## src/rtl/shift_pkg.sv

```systemverilog
// shift_pkg: op and state encodings shared by the shifter, decoder and ALU control
package shift_pkg;
  localparam logic [1:0] OP_SLL = 2'b00;
  localparam logic [1:0] OP_SRL = 2'b01;
  localparam logic [1:0] OP_SRA = 2'b11;
  typedef enum logic [1:0] {IDLE, SHIFT, DONE} state_e;
endpackage

```

## src/rtl/shift_step.sv

```systemverilog
// shift_step: combinational one-bit left/right shift with an explicit fill bit
module shift_step #(
  parameter int N = 32
) (
  input  logic [N-1:0] data_i,
  input  logic         left_i,
  input  logic         fill_i,
  output logic [N-1:0] data_o
);
  always_comb data_o = left_i ? {data_i[N-2:0], fill_i} : {fill_i, data_i[N-1:1]};
endmodule

```

## src/rtl/shift_sequencer.sv

```systemverilog
// shift_sequencer: iterative SLL/SRL/SRA, one bit per clock, with busy/done handshake
module shift_sequencer
  import shift_pkg::*;
#(
  parameter int N   = 32,
  parameter int SHW = 5
) (
  input  logic           clk,
  input  logic           rst_n,
  input  logic           start,
  input  logic [1:0]     op,
  input  logic [N-1:0]   operand,
  input  logic [SHW-1:0] shamt,
  input  logic           flush,
  output logic           busy,
  output logic           done,
  output logic [N-1:0]   result
);
  state_e         state_q;
  logic [SHW-1:0] cnt_q;
  logic [1:0]     op_q;
  logic [N-1:0]   sr_q, sr_d;
  logic           busy_q, done_q;
  // op bit 0 clear means left (SLL and the reserved 10); only SRA replicates the sign
  shift_step #(.N(N)) u_step (
    .data_i(sr_q),
    .left_i(~op_q[0]),
    .fill_i(op_q == OP_SRA && sr_q[N-1]),
    .data_o(sr_d)
  );
  always_ff @(posedge clk or negedge rst_n) begin
    if (!rst_n) begin
      state_q <= IDLE;
      busy_q  <= 1'b0;
      done_q  <= 1'b0;
      sr_q    <= '0;
      cnt_q   <= '0;
      op_q    <= OP_SLL;
    end else if (flush) begin
      state_q <= IDLE;
      busy_q  <= 1'b0;
      done_q  <= 1'b0;
    end else if (state_q == SHIFT) begin
      sr_q  <= sr_d;
      cnt_q <= cnt_q - SHW'(1);
      if (cnt_q == SHW'(1)) begin
        state_q <= DONE;
        busy_q  <= 1'b0;
        done_q  <= 1'b1;
      end
    end else if (start) begin
      sr_q    <= operand;
      cnt_q   <= shamt;
      op_q    <= op;
      state_q <= (shamt == '0) ? DONE : SHIFT;
      busy_q  <= (shamt != '0);
      done_q  <= (shamt == '0);
    end else begin
      state_q <= IDLE;
      busy_q  <= 1'b0;
      done_q  <= 1'b0;
    end
  end
  assign busy   = busy_q;
  assign done   = done_q;
  assign result = sr_q;
endmodule

```

## config.mk

```make
export PLATFORM = sky130hd
export DESIGN_NAME = shift_sequencer
export DESIGN_NICKNAME = d
export VERILOG_FILES = /design/src/rtl/shift_pkg.sv /design/src/rtl/shift_step.sv /design/src/rtl/shift_sequencer.sv
export SDC_FILE = /design/constraint.sdc
export NUM_CORES = 1
export LEC_CHECK = 0
export ABC_CLOCK_PERIOD_IN_PS = 1550
export BUFFER_PORTS_ARGS = -buffer_cell sky130_fd_sc_hd__buf_4
export CAP_MARGIN = 20
export CORE_MARGIN = 4
export CORE_UTILIZATION = 35
export CTS_CLUSTER_SIZE = 24
export DETAILED_ROUTE_END_ITERATION = 8
export SLEW_MARGIN = 10
export SYNTH_ARGS = -nofsm -noshare
export SYNTH_HDL_FRONTEND = slang
export SYNTH_SLANG_ARGS = --single-unit
```

## constraint.sdc

```tcl
create_clock -name clk -period 1.55 [get_ports clk]
set_input_delay 0.155 -clock clk [delete_from_list [all_inputs] [get_ports clk]]
set_output_delay 0.155 -clock clk [all_outputs]
set_load 0.01 [all_outputs]
```

== Word-level counts from Yosys, hierarchy flattened ==
Cells that the tools add are included.
Storage, ports and cells
  word-level logic and storage cells: 37
  output and inout port bits: 34
  memory bits (writable): 0
  memories: 0
  bits in read-only memories: 0
  bits in registers: 43
  input port bits: 43
  bits in latches: 0
Cells by class
  shifts and indexed selects: 0
  magnitude comparators: 0
  bitwise logic cells: 2
  reductions and logical operators: 6
  multiplexer cells: 18
  eq/ne operators: 4
  div/mod/pow operators: 0
  multipliers: 0
  add/subtract/negate cells: 1
Operators by type and width (number)
  32-bit two-way mux: 3
  2-bit two-way mux: 5
  5-bit two-way mux: 2
  1-bit two-way mux: 8
  5-bit by 1-bit == test with 1-bit output (second input constant): 1
  5-bit logical NOT: 1
  5-bit nonzero test: 1
  5-bit by 1-bit subtractor with 5-bit output (second input constant): 1
  3-bit by 2-bit inequality test with 1-bit output (second input constant): 1
  3-bit AND reduction: 1
  2-bit by 1-bit == test with 1-bit output (second input constant): 1
  2-bit == test (second input constant): 1
  1-bit NOT: 2
  2-bit AND reduction: 1
  2-bit nonzero test: 1
  1-bit logical AND: 1

== Logic depth before layout (Yosys ltp) ==
Gate-level depths: netlist (run 1).
  depth after elaboration: 5
  gate-level depth with buffers: 6
  gate-level depth less buffers: 5

== Modules after synthesis ==
From an unflattened synthesis (run 1), not the netlist that was laid out.
Second synthesis, totals
  cells, all modules: 197
  area total of the unflattened synthesis: 2677.6 um^2
By module, submodules not included
  shift_sequencer: instances 1, area each 2133.3 um^2, cells an instance 161
  shift_step: instances 1, area each 544.3 um^2, cells an instance 36

== Worst setup path after synthesis (run 1) ==
Ideal clock, no wire load.
  path type: register -> register
  start: register op_q[0]
  end: register sr_q[30] (netlist: result[30])
  arrival time: 1378 ps
  required time: 1424 ps
  cell stages (with the launch flop): 6
  path slack: 46 ps
  setup time: 126 ps
  path through: dfrtp_1 -> buf_2 -> buf_1 -> mux2i_1 -> nor2_1 -> a221o_1
On the way
  cells in the longest elaborated chain, start to end: 2
RTL lines
  start: declaration: RTL line shift_sequencer.sv:21  | logic [1:0] op_q;
  start signal: assignment: RTL line shift_sequencer.sv:54  | op_q <= op;
  32-bit two-way mux: RTL line shift_step.sv:10  | always_comb data_o = left_i ? {data_i[N-2:0], fill_i} : {fill_i, data_i[N-1:1]};
  32-bit two-way mux: RTL line shift_sequencer.sv:43  | end else if (state_q == SHIFT) begin
  end signal: assignment: RTL line shift_sequencer.sv:44  | sr_q <= sr_d;
  end signal: assignment: RTL line shift_sequencer.sv:52  | sr_q <= operand;
  end: declaration: RTL line shift_sequencer.sv:22  | logic [N-1:0] sr_q, sr_d;
Every way passes these cells.
A chain may end at the register's enable or synchronous reset.

== Worst setup path in the final report (run 1) ==
  start: register state_q[0]
  end: register state_q[1]
On the way
  cells in the longest elaborated chain, start to end: 3
  elaborated cells on any way between the ends: 4
  classes of those cells: 2 x eq/ne; 2 x mux
RTL lines
  start: declaration: RTL line shift_sequencer.sv:19  | state_e state_q;
  start signal: assignment: RTL line shift_sequencer.sv:55  | state_q <= (shamt == '0) ? DONE : SHIFT;
  2-bit by 1-bit == test with 1-bit output (*): RTL line shift_sequencer.sv:43
  2-bit two-way mux: RTL line shift_sequencer.sv:43
  2-bit two-way mux: RTL line shift_sequencer.sv:39  | end else if (flush) begin
Every way passes the cells marked *; elsewhere a longest branch is shown, timed or not.

==> report_table.html, run 1 <==
<table>
<tr><th>Metric</th><th>Value</th></tr>
<tr><th colspan="2">Outcome</th></tr>
<tr><td>Result of the run</td><td>finished clean</td></tr>
<tr><th colspan="2">Clock tree</th></tr>
<tr><td>Total clock sinks</td><td>41</td></tr>
<tr><td>CTS tree</td><td>yes</td></tr>
<tr><td>Number of buffers added by the clock tree synthesis step</td><td>5</td></tr>
<tr><td>Post-cts repair resize count</td><td>0</td></tr>
<tr><td>Clock-pin slew on the worst setup and hold paths</td><td>80 ps</td></tr>
<tr><td>Post-CTS Setup Inserts</td><td>0</td></tr>
<tr><td>Maximum buffer depth of the clock tree</td><td>2</td></tr>
<tr><td>Total number of H-tree levels</td><td>2</td></tr>
<tr><td>Insertion delay to the later sink of the worst-skew pair</td><td>290 ps</td></tr>
<tr><td>Hold_buf cts</td><td>1</td></tr>
<tr><td>CTS Root Buffer Type</td><td>clkbuf_8</td></tr>
<tr><th colspan="2">STA</th></tr>
<tr><td>Number of failing hold endpoints at the final stage</td><td>0</td></tr>
<tr><td>Highest attainable clock frequency</td><td>between 0.6 and 0.7 GHz</td></tr>
<tr><td>Fraction of the cycle the final worst path needs</td><td>0.951</td></tr>
<tr><td>Finish-stage setup viols</td><td>0</td></tr>
<tr><td>Transition at the pin with the smallest max-transition slack</td><td>545 ps</td></tr>
<tr><td>Final slew viol count</td><td>0</td></tr>
<tr><td>RSZ-0062 raised after global routing</td><td>false</td></tr>
<tr><td>Max_slew headroom</td><td>0.636</td></tr>
<tr><td>Shortest clock period the worst path allows after layout</td><td>~1500 ps</td></tr>
<tr><td>TNS Setup</td><td>0 ps</td></tr>
<tr><td>Skew final</td><td>8.14 ps</td></tr>
<tr><th colspan="2">Global route</th></tr>
<tr><td>Initial antenna violation count</td><td>0</td></tr>
<tr><td>Number of global-route vias before repair</td><td>between 1.5k and 2k</td></tr>
<tr><td>Global-route congestion overflow total</td><td>0</td></tr>
<tr><td>Overall Global Routing Usage</td><td>0.159</td></tr>
<tr><td>Largest net degree at the start of global routing</td><td>42</td></tr>
<tr><td>First-pass GRT wire length</td><td>9830 µm</td></tr>
<tr><th colspan="2">Floorplanning</th></tr>
<tr><td>Initial cell density of the core</td><td>0.367</td></tr>
<tr><td>Vertical extent of the die</td><td>87.5 µm</td></tr>
<tr><td>Placement Rows</td><td>28</td></tr>
<tr><td>I/O pin count</td><td>77</td></tr>
<tr><td>Total Die Area</td><td>around 7700 µm²</td></tr>
<tr><td>Width of the die</td><td>87.5 µm</td></tr>
<tr><td>Core Footprint</td><td>6030 µm²</td></tr>
<tr><th colspan="2">Power</th></tr>
<tr><td>Static leakage power</td><td>1.45 nW</td></tr>
<tr><td>Power Density</td><td>1380 nW/µm²</td></tr>
<tr><td>Tot Pwr</td><td>4.16 mW</td></tr>
<tr><td>Worst vdd ir</td><td>~0.54 mV</td></tr>
<tr><th colspan="2">Critical path</th></tr>
<tr><td>Family of cells with the greatest summed delay on the critical path</td><td>simple AND/OR/NAND/NOR gates</td></tr>
<tr><td>Type of destination of the critical path</td><td>register</td></tr>
<tr><td>Critical path fanouts, max</td><td>8</td></tr>
<tr><td>Cell Chain, Critical Path</td><td>nor2b_2, buf_4, or4_1, a21oi_1</td></tr>
<tr><td>Setup Crit Path Kind</td><td>reg2reg</td></tr>
<tr><td>Arrival time of the worst setup path</td><td>1680 ps</td></tr>
<tr><td>Highest cell delay on the worst timing path</td><td>roughly 470 ps</td></tr>
<tr><td>Required time at the worst-slack endpoint</td><td>1760 ps</td></tr>
<tr><td>Worst-path cell with the longest stage delay</td><td>or4_1</td></tr>
<tr><td>Type of origin of the critical path</td><td>register</td></tr>
<tr><td>Number of buffer and inverter stages on the critical path</td><td>1</td></tr>
<tr><th colspan="2">Placement</th></tr>
<tr><td>Buffers added on ports</td><td>76</td></tr>
<tr><td>Routability Congestion</td><td>0.792</td></tr>
<tr><td>Detailed Place HPWL</td><td>4180 µm</td></tr>
<tr><th colspan="2">Logic synthesis</th></tr>
<tr><td>Post-Synthesis Net Count</td><td>249</td></tr>
<tr><td>Warnings from Yosys</td><td>0</td></tr>
<tr><td>Number of synthesized flops with an enable pin</td><td>0</td></tr>
<tr><td>Post-synthesis sequential area ratio</td><td>0.464</td></tr>
<tr><td>Synth unique cells</td><td>44</td></tr>
<tr><td>Mapped Avg Cell Area</td><td>10.8 µm²</td></tr>
<tr><td>Number of synthesized register bits</td><td>41</td></tr>
<tr><td>Commonest register cell after synthesis</td><td>dfrtp_1</td></tr>
<tr><td>Gate count after technology mapping</td><td>204</td></tr>
<tr><td>Fraction of synthesis flops using an asynchronous set or reset pin</td><td>1.00</td></tr>
<tr><td>Post-synthesis instance area</td><td>roughly 2200 µm²</td></tr>
<tr><th colspan="2">Detailed routing</th></tr>
<tr><td>First-pass iteration count of the detailed router</td><td>5</td></tr>
<tr><td>Detailed Route WL</td><td>5890 µm</td></tr>
<tr><td>WL per Instance</td><td>16.6 µm</td></tr>
<tr><td>DRC</td><td>0</td></tr>
<tr><td>Number of design-rule violations left by the first detailed-router iteration</td><td>between 100 and 150</td></tr>
<tr><td>Vias after detailed routing</td><td>about 1.9k</td></tr>
<tr><td>Via count normalized by instance count</td><td>~5.5</td></tr>
<tr><td>Detail Route Antenna Nets</td><td>0</td></tr>
<tr><th colspan="2">Cells and area</th></tr>
<tr><td>Footprint of the multi-input gates</td><td>1070 µm²</td></tr>
<tr><td>Count of antenna diodes in the layout</td><td>0</td></tr>
<tr><td>Layout cell share with drive strength beyond 1</td><td>0.357</td></tr>
<tr><td>Net count, final</td><td>324</td></tr>
<tr><td>Sequential cell area</td><td>1030 µm²</td></tr>
<tr><td>Area growth from synthesis to layout</td><td>35.9%</td></tr>
<tr><td>Fill cells</td><td>586</td></tr>
<tr><th colspan="2">Min path</th></tr>
<tr><td>Worst Hold Class</td><td>in2reg</td></tr>
<tr><th colspan="2">Job</th></tr>
<tr><td>Max-cap violations</td><td>0</td></tr>
</table>
cell type report:
class | instances | share of cell area
timing repair buffer | 86 | 0.228
inverter | 5 | 0.00624
clock inverter | 2 | 0.0117
clock buffer | 6 | 0.0241
sequential | 41 | 0.342
multi-input combinational | 140 | 0.357
tap | 75 | 0.0312
metal layers:
metal / routed length (µm) / up-vias / share of wire / GRT usage
li1: - / 928 / - / -
met1: 2780 / 925 / 0.47 / 0.232
met2: 2610 / 81 / 0.44 / 0.249
met3: 464 / 6 / 0.079 / 0.0369
met4: 36 / 0 / 0.0061 / 0.0209
met5: 0 / - / 0 / 0
worst paths after layout:
check / start / end / slack (ps) / cells past startpoint
min: operand[5] / result[5] / 90 / 2
min reg2reg: result[0] / result[0] / 530 / 1
max reg2reg: state_q[0] / state_q[1] / 80 / 4
min in group asynchronous: rst_n / result[8] / 390 / 2
max in group asynchronous: rst_n / op_q[0] / 770 / 2
max: state_q[0] / state_q[1] / 80 / 4
cell usage after synthesis, drive strengths merged, types with 2 or more instances:
cell type / count / area, µm²
a21oi: 2 / 10.0
a221o: 30 / 300
a31oi: 3 / 18.8
buf: 14 / 81.3
clkbuf: 4 / 16.3
dfrtp: 41 / 1030
ha: 2 / 25.0
inv: 5 / 18.8
mux2: 2 / 22.5
mux2i: 31 / 310
nand2: 4 / 15.0
nand2b: 2 / 12.5
nor2: 35 / 134
o21ai: 3 / 15.0
or3: 2 / 12.5
or4: 2 / 18.8
metrics by stage:
| stage | instances | instance area (µm²) | worst slack, ps | util | hold slack [ps] |
|---|---|---|---|---|---|
| finish | 355 | 3010 | 76.2 | 0.499 | 89.3 |
| global route | 355 | 3010 | 1.79 | 0.499 | 85.1 |
| CTS | 355 | 3010 | 70.2 | 0.499 | 82.0 |
| detailed placement | 346 | 2890 | 88.7 | 0.479 | 176 |
| global placement | 346 | 2890 | 130 | 0.479 | 177 |
| floorplan | 204 | 2210 | 46.2 | - | -141 |
sequential cells by signal (all words and copies together), names as in the netlist:
register / cells
cnt_q: 5
op_q: 2
result: 32
state_q: 2
report_power, final:
part,internal (mW),switching (mW)
Sequential,1.37,0.366
Combinational,0.910,0.670
Clock,0.478,0.367
cells by family (layout without fill, tap and decap cells):
| family | Yosys count | count (layout) | share of synthesized area |
|---|---|---|---|
| adders and majority gates | 2 | 2 | 0.0113 |
| AOI/OAI and AO/OA | 48 | 48 | 0.194 |
| DFF | 41 | 41 | 0.464 |
| muxes | 33 | 33 | 0.150 |
| buffers and inverters | 23 | 99 | 0.0526 |
| and+or+nand+nor | 57 | 57 | 0.128 |
worst register-to-register path, cell delays in order (launching register included):
cell	delay (ps)
dfrtp_1	430
nor2b_2	190
buf_4	170
or4_1	470
a21oi_1	150
layout by cell type (no fill, tap or decap), drive strengths merged, types with 2 or more instances in the layout:
cell,Yosys,routed
mux2,2,2
a221o,30,30
a31oi,3,3
buf,14,85
or3,2,2
dfrtp,41,41
o21ai,3,3
a21oi,2,2
nand2,4,4
mux2i,31,31
inv,5,5
or4,2,2
nor2,35,35
nand2b,2,2
clkbuf,4,6
ha,2,2
Power figures use the tool's default switching activity.
==> run 2, diff against run 1 <==
- SETUP_SLACK_MARGIN: not set -> 0.5
- SYNTH_HIERARCHICAL: not set -> 1
==> report_table.html, run 2 <==
<table>
<tr><th>Metric</th><th>Value</th></tr>
<tr><th colspan="2">Critical path</th></tr>
<tr><td>Number of buffer and inverter stages on the critical path</td><td>2</td></tr>
<tr><td>Highest cell delay on the worst timing path</td><td>400 ps</td></tr>
<tr><td>Cell repeated most along the worst path</td><td>mux2_4</td></tr>
<tr><td>Endpoint of the lowest-slack register-to-register path</td><td>result[26]</td></tr>
<tr><td>Worst-path cell with the longest stage delay</td><td>dfrtp_1</td></tr>
<tr><td>Reg-to-reg slack, setup</td><td>-80 ps</td></tr>
<tr><td>Required time at the worst-slack endpoint</td><td>1720 ps</td></tr>
<tr><td>Critical path fanouts, max</td><td>6</td></tr>
<tr><td>Cell Chain, Critical Path</td><td>clkinv_4, buf_6, mux2_4, mux2_4, mux2_4</td></tr>
<tr><td>Setup Crit Path Kind</td><td>reg2reg</td></tr>
<tr><td>Type of origin of the critical path</td><td>register</td></tr>
<tr><td>Type of destination of the critical path</td><td>register</td></tr>
<tr><td>Arrival time of the worst setup path</td><td>1800 ps</td></tr>
<tr><td>Length in cells of the worst reg-to-reg path</td><td>5</td></tr>
<tr><td>Family of cells with the greatest summed delay on the critical path</td><td>multiplexers</td></tr>
<tr><td>Reg-to-reg startpoint</td><td>op_q[0]</td></tr>
<tr><th colspan="2">Logic synthesis</th></tr>
<tr><td>Warnings from Yosys</td><td>6</td></tr>
<tr><td>Most frequent cell after synthesis</td><td>dfrtp_1</td></tr>
<tr><td>Cell taking the most area after synthesis</td><td>dfrtp_1</td></tr>
<tr><td>Synth unique cells</td><td>38</td></tr>
<tr><td>Post-synthesis sequential area ratio</td><td>0.383</td></tr>
<tr><td>Fraction of synthesis flops using an asynchronous set or reset pin</td><td>1.00</td></tr>
<tr><td>Proportion of netlist area held by the largest area contributor</td><td>0.383</td></tr>
<tr><td>Mapped Avg Cell Area</td><td>between 10 and 15 µm²</td></tr>
<tr><td>Post-Synthesis Net Count</td><td>242</td></tr>
<tr><td>Commonest register cell after synthesis</td><td>dfrtp_1</td></tr>
<tr><td>Number of synthesized flops with an enable pin</td><td>0</td></tr>
<tr><td>Number of synthesized register bits</td><td>41</td></tr>
<tr><td>Gate count after technology mapping</td><td>197</td></tr>
<tr><td>Top area cells in the synthesized netlist</td><td>dfrtp_1, mux2_4, mux2_2</td></tr>
<tr><td>Leading post-synthesis cells by instance count</td><td>dfrtp_1, mux2_2, mux2_4, mux2_1, inv_1</td></tr>
<tr><td>Post-synthesis instance area</td><td>~2700 µm²</td></tr>
<tr><th colspan="2">STA</th></tr>
<tr><td>Finish-stage setup viols</td><td>33</td></tr>
<tr><td>Final slew viol count</td><td>0</td></tr>
<tr><td>Skew final</td><td>10.7 ps</td></tr>
<tr><td>Fraction of the cycle the final worst path needs</td><td>1.05</td></tr>
<tr><td>Highest attainable clock frequency</td><td>0.615 GHz</td></tr>
<tr><td>Max_slew headroom</td><td>0.639</td></tr>
<tr><td>Number of failing hold endpoints at the final stage</td><td>0</td></tr>
<tr><td>Transition at the pin with the smallest max-transition slack</td><td>541 ps</td></tr>
<tr><td>Shortest clock period the worst path allows after layout</td><td>1630 ps</td></tr>
<tr><td>RSZ-0062 raised after global routing</td><td>true</td></tr>
<tr><td>Final WS setup</td><td>-76.3 ps</td></tr>
<tr><th colspan="2">Power</th></tr>
<tr><td>Worst vdd ir</td><td>0.713 mV</td></tr>
<tr><td>Static leakage power</td><td>~2.1 nW</td></tr>
<tr><td>Power Density</td><td>1510 nW/µm²</td></tr>
<tr><td>Tot Pwr</td><td>6.41 mW</td></tr>
<tr><th colspan="2">Detailed routing</th></tr>
<tr><td>Number of design-rule violations left by the first detailed-router iteration</td><td>47</td></tr>
<tr><td>Vias after detailed routing</td><td>1982</td></tr>
<tr><td>Via count normalized by instance count</td><td>4.96</td></tr>
<tr><td>DRC</td><td>0</td></tr>
<tr><td>WL per Instance</td><td>approximately 17 µm</td></tr>
<tr><td>First-pass iteration count of the detailed router</td><td>4</td></tr>
<tr><td>Detail Route Antenna Nets</td><td>0</td></tr>
<tr><td>Detailed Route WL</td><td>6800 µm</td></tr>
<tr><th colspan="2">Cells and area</th></tr>
<tr><td>Final standard cell area without fillers</td><td>4260 µm²</td></tr>
<tr><td>Commonest non-fill, non-tap cell in the layout</td><td>mux2_4</td></tr>
<tr><td>Final standard cell utilization of the core</td><td>0.580</td></tr>
<tr><td>Layout cell share with drive strength beyond 1</td><td>0.777</td></tr>
<tr><td>Final Non-Filler Cells</td><td>400</td></tr>
<tr><td>Net count, final</td><td>345</td></tr>
<tr><td>Flip-flop count of the largest register after layout</td><td>32</td></tr>
<tr><td>Area growth from synthesis to layout</td><td>58.9%</td></tr>
<tr><td>Count of antenna diodes in the layout</td><td>0</td></tr>
<tr><td>Most used cells in the layout excluding fill and tap cells</td><td>mux2_4, buf_4, buf_6, dfrtp_1</td></tr>
<tr><th colspan="2">Placement</th></tr>
<tr><td>Routability Congestion</td><td>0.823</td></tr>
<tr><td>Worst setup slack after placement</td><td>-106 ps</td></tr>
<tr><td>Detailed Place HPWL</td><td>4620 µm</td></tr>
<tr><td>Number of instances in the placed design</td><td>373</td></tr>
<tr><td>Post-detailed-placement cell area</td><td>3700 µm²</td></tr>
<tr><td>Buffers added on ports</td><td>76</td></tr>
<tr><th colspan="2">Global route</th></tr>
<tr><td>Largest net degree at the start of global routing</td><td>42</td></tr>
<tr><td>First-pass GRT wire length</td><td>10300 µm</td></tr>
<tr><td>Global-route congestion overflow total</td><td>0</td></tr>
<tr><td>Initial antenna violation count</td><td>0</td></tr>
<tr><td>Number of global-route vias before repair</td><td>just under 2k</td></tr>
<tr><td>Overall Global Routing Usage</td><td>0.147</td></tr>
<tr><th colspan="2">Outcome</th></tr>
<tr><td>Result of the run</td><td>finished, violations left</td></tr>
<tr><td>Violated checks</td><td>negative setup slack</td></tr>
<tr><th colspan="2">Clock tree</th></tr>
<tr><td>Clock-pin slew on the worst setup and hold paths</td><td>80 ps</td></tr>
<tr><td>Maximum buffer depth of the clock tree</td><td>2</td></tr>
<tr><td>Number of buffers added by the clock tree synthesis step</td><td>5</td></tr>
<tr><td>Insertion delay to the later sink of the worst-skew pair</td><td>about 290 ps</td></tr>
<tr><td>Total clock sinks</td><td>41</td></tr>
<tr><td>CTS tree</td><td>yes</td></tr>
<tr><td>CTS Root Buffer Type</td><td>clkbuf_8</td></tr>
<tr><td>Total number of H-tree levels</td><td>2</td></tr>
<tr><th colspan="2">Min path</th></tr>
<tr><td>WHS Endpoint</td><td>op_q[1]</td></tr>
<tr><td>Hold-critical path depth</td><td>2</td></tr>
<tr><td>Worst Hold Class</td><td>in2reg</td></tr>
<tr><td>Hold Startpoint</td><td>op[1]</td></tr>
<tr><th colspan="2">Floorplanning</th></tr>
<tr><td>Total Die Area</td><td>9110 µm²</td></tr>
<tr><td>Width of the die</td><td>95.5 µm</td></tr>
<tr><td>Initial cell density of the core</td><td>0.365</td></tr>
<tr><td>Placement Rows</td><td>31</td></tr>
<tr><td>I/O pin count</td><td>77</td></tr>
<tr><td>Vertical extent of the die</td><td>95.5 µm</td></tr>
<tr><td>Core Footprint</td><td>roughly 7300 µm²</td></tr>
<tr><th colspan="2">Job</th></tr>
<tr><td>Max-cap violations</td><td>0</td></tr>
</table>
## run 2: cell count changes in the layout (fill, tap and decap cells not counted), sizes merged, moves of 2 or more
cell   before  now
a31oi       3    1
a21oi       2    4
nor2       35    1
o32ai       0    2
mux2i      31    1
a221o      30    0
buf        85  107
mux2        2   97
## run 2: cell type report
| type | instances | area, µm² |
|---|---|---|
| Clock buffer | 7 | 86.3 |
| Tap cell | 99 | 124 |
| Fill cell | 622 | 3080 |
| Timing Repair Buffer | 109 | 1120 |
| Inverter | 6 | 27.5 |
| Multi-Input combinational cell | 137 | 1840 |
| Sequential cell | 41 | 1030 |
| Clock inverter | 1 | 30.0 |
## run 2: worst reg2reg max path: stages, from the launching register on
cell	delay, ps
dfrtp_1	400
clkinv_4	130
buf_6	170
mux2_4	300
mux2_4	260
mux2_4	260
## run 2: cell families after synthesis
kind of cell,Yosys count,share of synthesized area
AO/OA/AOI/OAI,13,0.0360
adder cells (fa/ha/maj),2,0.00934
multiplexers,98,0.454
AND/OR/NAND/NOR,24,0.0603
flip-flops,41,0.383
buffers and inverters,19,0.0575
## run 2: power by group
part / switching (mW) / total [mW] / leakage (nW) / internal [mW]
sequential: 0.524 / 1.98 / 0.478 / 1.46
combinational: 1.04 / 3.52 / 1.52 / 2.48
clock: 0.386 / 0.912 / 0.0585 / 0.526
total: 1.95 / 6.41 / 2.06 / 4.46
## run 2: through the flow
| stage | setup TNS, ps | hold WS (ps) |
|---|---|---|
| floorplan | -1510 | -141 |
| global placement | -1500 | 179 |
| detailed placement | -2610 | 179 |
| CTS | -2780 | 80.1 |
| global route | -3270 | 92.4 |
| finish | -1970 | 103 |
## run 2: layer usage
metal,wire length (µm),vias up,GRT usage
met3,419,4,0.0339
met4,42,0,0.0320
met5,0,-,0
met1,3230,978,0.210
met2,3110,64,0.225
li1,-,936,-
## run 2: timing repair
action                     in CTS  in global routing
cloned                          2                  0
hold endpoints to repair       41                  0
resized for setup              20                 49
setup endpoints to repair      48                 75
setup buffers                  10                  6
pin swaps                       7                  2
hold buffers                    1                  0
## run 2: worst max path at each step
stage | from | cells past startpoint | endpoint
after floorplan | op_q[0] | 6 | result[15]
after global placement | op_q[0] | 5 | result[17]
after detailed placement | op_q[0] | 5 | result[15]
after CTS | op_q[0] | 5 | result[26]
after global routing | op_q[0] | 5 | result[26]
final | op_q[0] | 5 | result[26]
==> run 3, diff against run 2 <==
- TNS_END_PERCENT: not set -> 1
==> report_table.html, run 3 (synthesized netlist as in run 2, its figures left out) <==
<table>
<tr><th>Metric</th><th>Value</th></tr>
<tr><th colspan="2">Floorplanning</th></tr>
<tr><td>I/O pin count</td><td>slightly below 80</td></tr>
<tr><td>Placement Rows</td><td>31</td></tr>
<tr><td>Initial cell density of the core</td><td>0.365</td></tr>
<tr><td>Width of the die</td><td>95.5 µm</td></tr>
<tr><td>Vertical extent of the die</td><td>95.5 µm</td></tr>
<tr><td>Core Footprint</td><td>roughly 7300 µm²</td></tr>
<tr><td>Total Die Area</td><td>9110 µm²</td></tr>
<tr><th colspan="2">Detailed routing</th></tr>
<tr><td>Number of design-rule violations left by the first detailed-router iteration</td><td>around 50</td></tr>
<tr><td>WL per Instance</td><td>16.3 µm</td></tr>
<tr><td>Vias after detailed routing</td><td>1930</td></tr>
<tr><td>Via count normalized by instance count</td><td>around 5.0</td></tr>
<tr><td>First-pass iteration count of the detailed router</td><td>4</td></tr>
<tr><td>Detailed Route WL</td><td>6270 µm</td></tr>
<tr><td>Detail Route Antenna Nets</td><td>0</td></tr>
<tr><td>DRC</td><td>0</td></tr>
<tr><th colspan="2">Critical path</th></tr>
<tr><td>Reg-to-reg startpoint</td><td>op_q[0]</td></tr>
<tr><td>Required time at the worst-slack endpoint</td><td>1740 ps</td></tr>
<tr><td>Type of origin of the critical path</td><td>register</td></tr>
<tr><td>Critical path fanouts, max</td><td>7</td></tr>
<tr><td>Worst-path cell with the longest stage delay</td><td>dfrtp_1</td></tr>
<tr><td>Highest cell delay on the worst timing path</td><td>400 ps</td></tr>
<tr><td>Setup Crit Path Kind</td><td>reg2reg</td></tr>
<tr><td>Arrival time of the worst setup path</td><td>1810 ps</td></tr>
<tr><td>Type of destination of the critical path</td><td>register</td></tr>
<tr><td>Source of the critical timing path</td><td>op_q[0]</td></tr>
<tr><td>Cell repeated most along the worst path</td><td>mux2_4</td></tr>
<tr><td>Cell Chain, Critical Path</td><td>clkinv_4, clkbuf_16, mux2_4, mux2_4, mux2_4</td></tr>
<tr><td>Reg-to-reg slack, setup</td><td>-80 ps</td></tr>
<tr><th colspan="2">Global route</th></tr>
<tr><td>Initial antenna violation count</td><td>0</td></tr>
<tr><td>Overall Global Routing Usage</td><td>0.144</td></tr>
<tr><td>Layer carrying the most global-route usage</td><td>met1</td></tr>
<tr><td>Global-route congestion overflow total</td><td>0</td></tr>
<tr><td>GR met1 Demand/Resource</td><td>0.212</td></tr>
<tr><td>First-pass GRT wire length</td><td>10200 µm</td></tr>
<tr><td>Met3 Resource Use GR</td><td>0.0331</td></tr>
<tr><td>Largest net degree at the start of global routing</td><td>42</td></tr>
<tr><td>Number of global-route vias before repair</td><td>~2.0k</td></tr>
<tr><td>Met2 demand-to-capacity share in global routing</td><td>0.212</td></tr>
<tr><th colspan="2">Power</th></tr>
<tr><td>Static leakage power</td><td>1.94 nW</td></tr>
<tr><td>Worst vdd ir</td><td>0.724 mV</td></tr>
<tr><td>Power Density</td><td>1490 nW/µm²</td></tr>
<tr><th colspan="2">STA</th></tr>
<tr><td>TNS Setup</td><td>-1850 ps</td></tr>
<tr><td>Max_slew headroom</td><td>0.648</td></tr>
<tr><td>Highest attainable clock frequency</td><td>0.614 GHz</td></tr>
<tr><td>Final WS setup</td><td>-77.5 ps</td></tr>
<tr><td>Shortest clock period the worst path allows after layout</td><td>about 1600 ps</td></tr>
<tr><td>RSZ-0062 raised after global routing</td><td>true</td></tr>
<tr><td>Finish-stage setup viols</td><td>32</td></tr>
<tr><td>Skew final</td><td>8.96 ps</td></tr>
<tr><td>Transition at the pin with the smallest max-transition slack</td><td>528 ps</td></tr>
<tr><td>Final slew viol count</td><td>0</td></tr>
<tr><td>Fraction of the cycle the final worst path needs</td><td>1.05</td></tr>
<tr><td>Number of failing hold endpoints at the final stage</td><td>0</td></tr>
<tr><th colspan="2">Cells and area</th></tr>
<tr><td>Fill cells</td><td>618</td></tr>
<tr><td>Flip-flop count of the largest register after layout</td><td>32</td></tr>
<tr><td>Commonest non-fill, non-tap cell in the layout</td><td>mux2_4</td></tr>
<tr><td>Layout cell share with drive strength beyond 1</td><td>0.723</td></tr>
<tr><td>Sequential cell area</td><td>1030 µm²</td></tr>
<tr><td>Count of antenna diodes in the layout</td><td>0</td></tr>
<tr><td>Area growth from synthesis to layout</td><td>49.0%</td></tr>
<tr><td>Footprint of the multi-input gates</td><td>1780 µm²</td></tr>
<tr><td>Most used cells in the layout excluding fill and tap cells</td><td>mux2_4, buf_4, dfrtp_1, buf_6</td></tr>
<tr><td>Net count, final</td><td>between 300 and 400</td></tr>
<tr><td>Final Non-Filler Cells</td><td>384</td></tr>
<tr><th colspan="2">Min path</th></tr>
<tr><td>Worst Hold Class</td><td>in2reg</td></tr>
<tr><td>Hold Startpoint</td><td>op[1]</td></tr>
<tr><th colspan="2">Clock tree</th></tr>
<tr><td>Insertion delay to the later sink of the worst-skew pair</td><td>290 ps</td></tr>
<tr><td>CTS Root Buffer Type</td><td>clkbuf_8</td></tr>
<tr><td>CTS tree</td><td>yes</td></tr>
<tr><td>Post-CTS Setup Inserts</td><td>0</td></tr>
<tr><td>Clock-pin slew on the worst setup and hold paths</td><td>80 ps</td></tr>
<tr><td>Total clock sinks</td><td>41</td></tr>
<tr><td>Number of buffers added by the clock tree synthesis step</td><td>5</td></tr>
<tr><td>Total number of H-tree levels</td><td>2</td></tr>
<tr><td>Maximum buffer depth of the clock tree</td><td>2</td></tr>
<tr><th colspan="2">Outcome</th></tr>
<tr><td>Violated checks</td><td>negative setup slack</td></tr>
<tr><td>Result of the run</td><td>finished, violations left</td></tr>
<tr><th colspan="2">Job</th></tr>
<tr><td>Max-cap violations</td><td>0</td></tr>
<tr><th colspan="2">Placement</th></tr>
<tr><td>Buffers added on ports</td><td>76</td></tr>
<tr><td>Routability Congestion</td><td>between 0.7 and 0.8</td></tr>
<tr><td>Detailed Place HPWL</td><td>4530 µm</td></tr>
<tr><td>Number of instances in the placed design</td><td>374</td></tr>
</table>
==> run 3: cell type report <==
| cell class | instances | share of cell area |
|---|---|---|
| sequential | 41 | 0.257 |
| clock inverter | 1 | 0.00125 |
| timing repair buffer | 93 | 0.234 |
| inverter | 6 | 0.00690 |
| multi-input combinational | 137 | 0.445 |
| tap | 99 | 0.0311 |
| clock buffer | 7 | 0.0242 |
==> run 3: what timing repair did <==
item | in CTS | in global routing
resized for setup | 16 | 27
hold buffers | 1 | 0
hold endpoints to repair | 41 | 0
endpoints found under the setup margin | 53 | 74
pin swaps | 1 | 4
gates cloned | 0 | 1
==> run 3: per-stage QoR <==
stage	util	power [mW]	instance area, µm²	setup WS (ps)	hold WS [ps]
floorplan	-	3.89	2950	-48.5	-141
CTS	0.526	5.77	3860	-88.0	75.9
finish	0.544	5.92	3990	-77.5	84.1
global placement	0.502	4.82	3680	-85.5	180
global route	0.544	6.29	3990	-112	72.2
detailed placement	0.502	4.86	3680	-99.4	182
==> run 3: critical path: cells and delay by family, from the launching register on <==
| kind | cells | cell delay (ps) |
|---|---|---|
| buffers and inverters | 2 | 320 |
| flip-flops | 1 | 400 |
| multiplexers | 3 | 790 |
==> run 3: power breakdown <==
group	leakage (nW)	switching [mW]	internal (mW)
clock network	0.0542	0.375	0.403
logic	1.41	0.948	2.25
registers	0.485	0.500	1.45
total	1.94	1.82	4.10
==> run 3: final timing paths <==
| path | endpoint | cells past startpoint |
|---|---|---|
| min in group asynchronous | result[16] | 2 |
| hold / removal | op_q[1] | 2 |
| max in group asynchronous | result[31] | 2 |
| setup / recovery | result[11] | 5 |
| setup reg to reg | result[11] | 5 |
| hold reg to reg | op_q[1] | 1 |
==> run 3: routing by layer <==
metal	part of all wire	vias to the layer above
li1	-	905
met1	0.47	962
met2	0.47	56
met3	0.051	7
met4	0.0094	0
met5	0	-
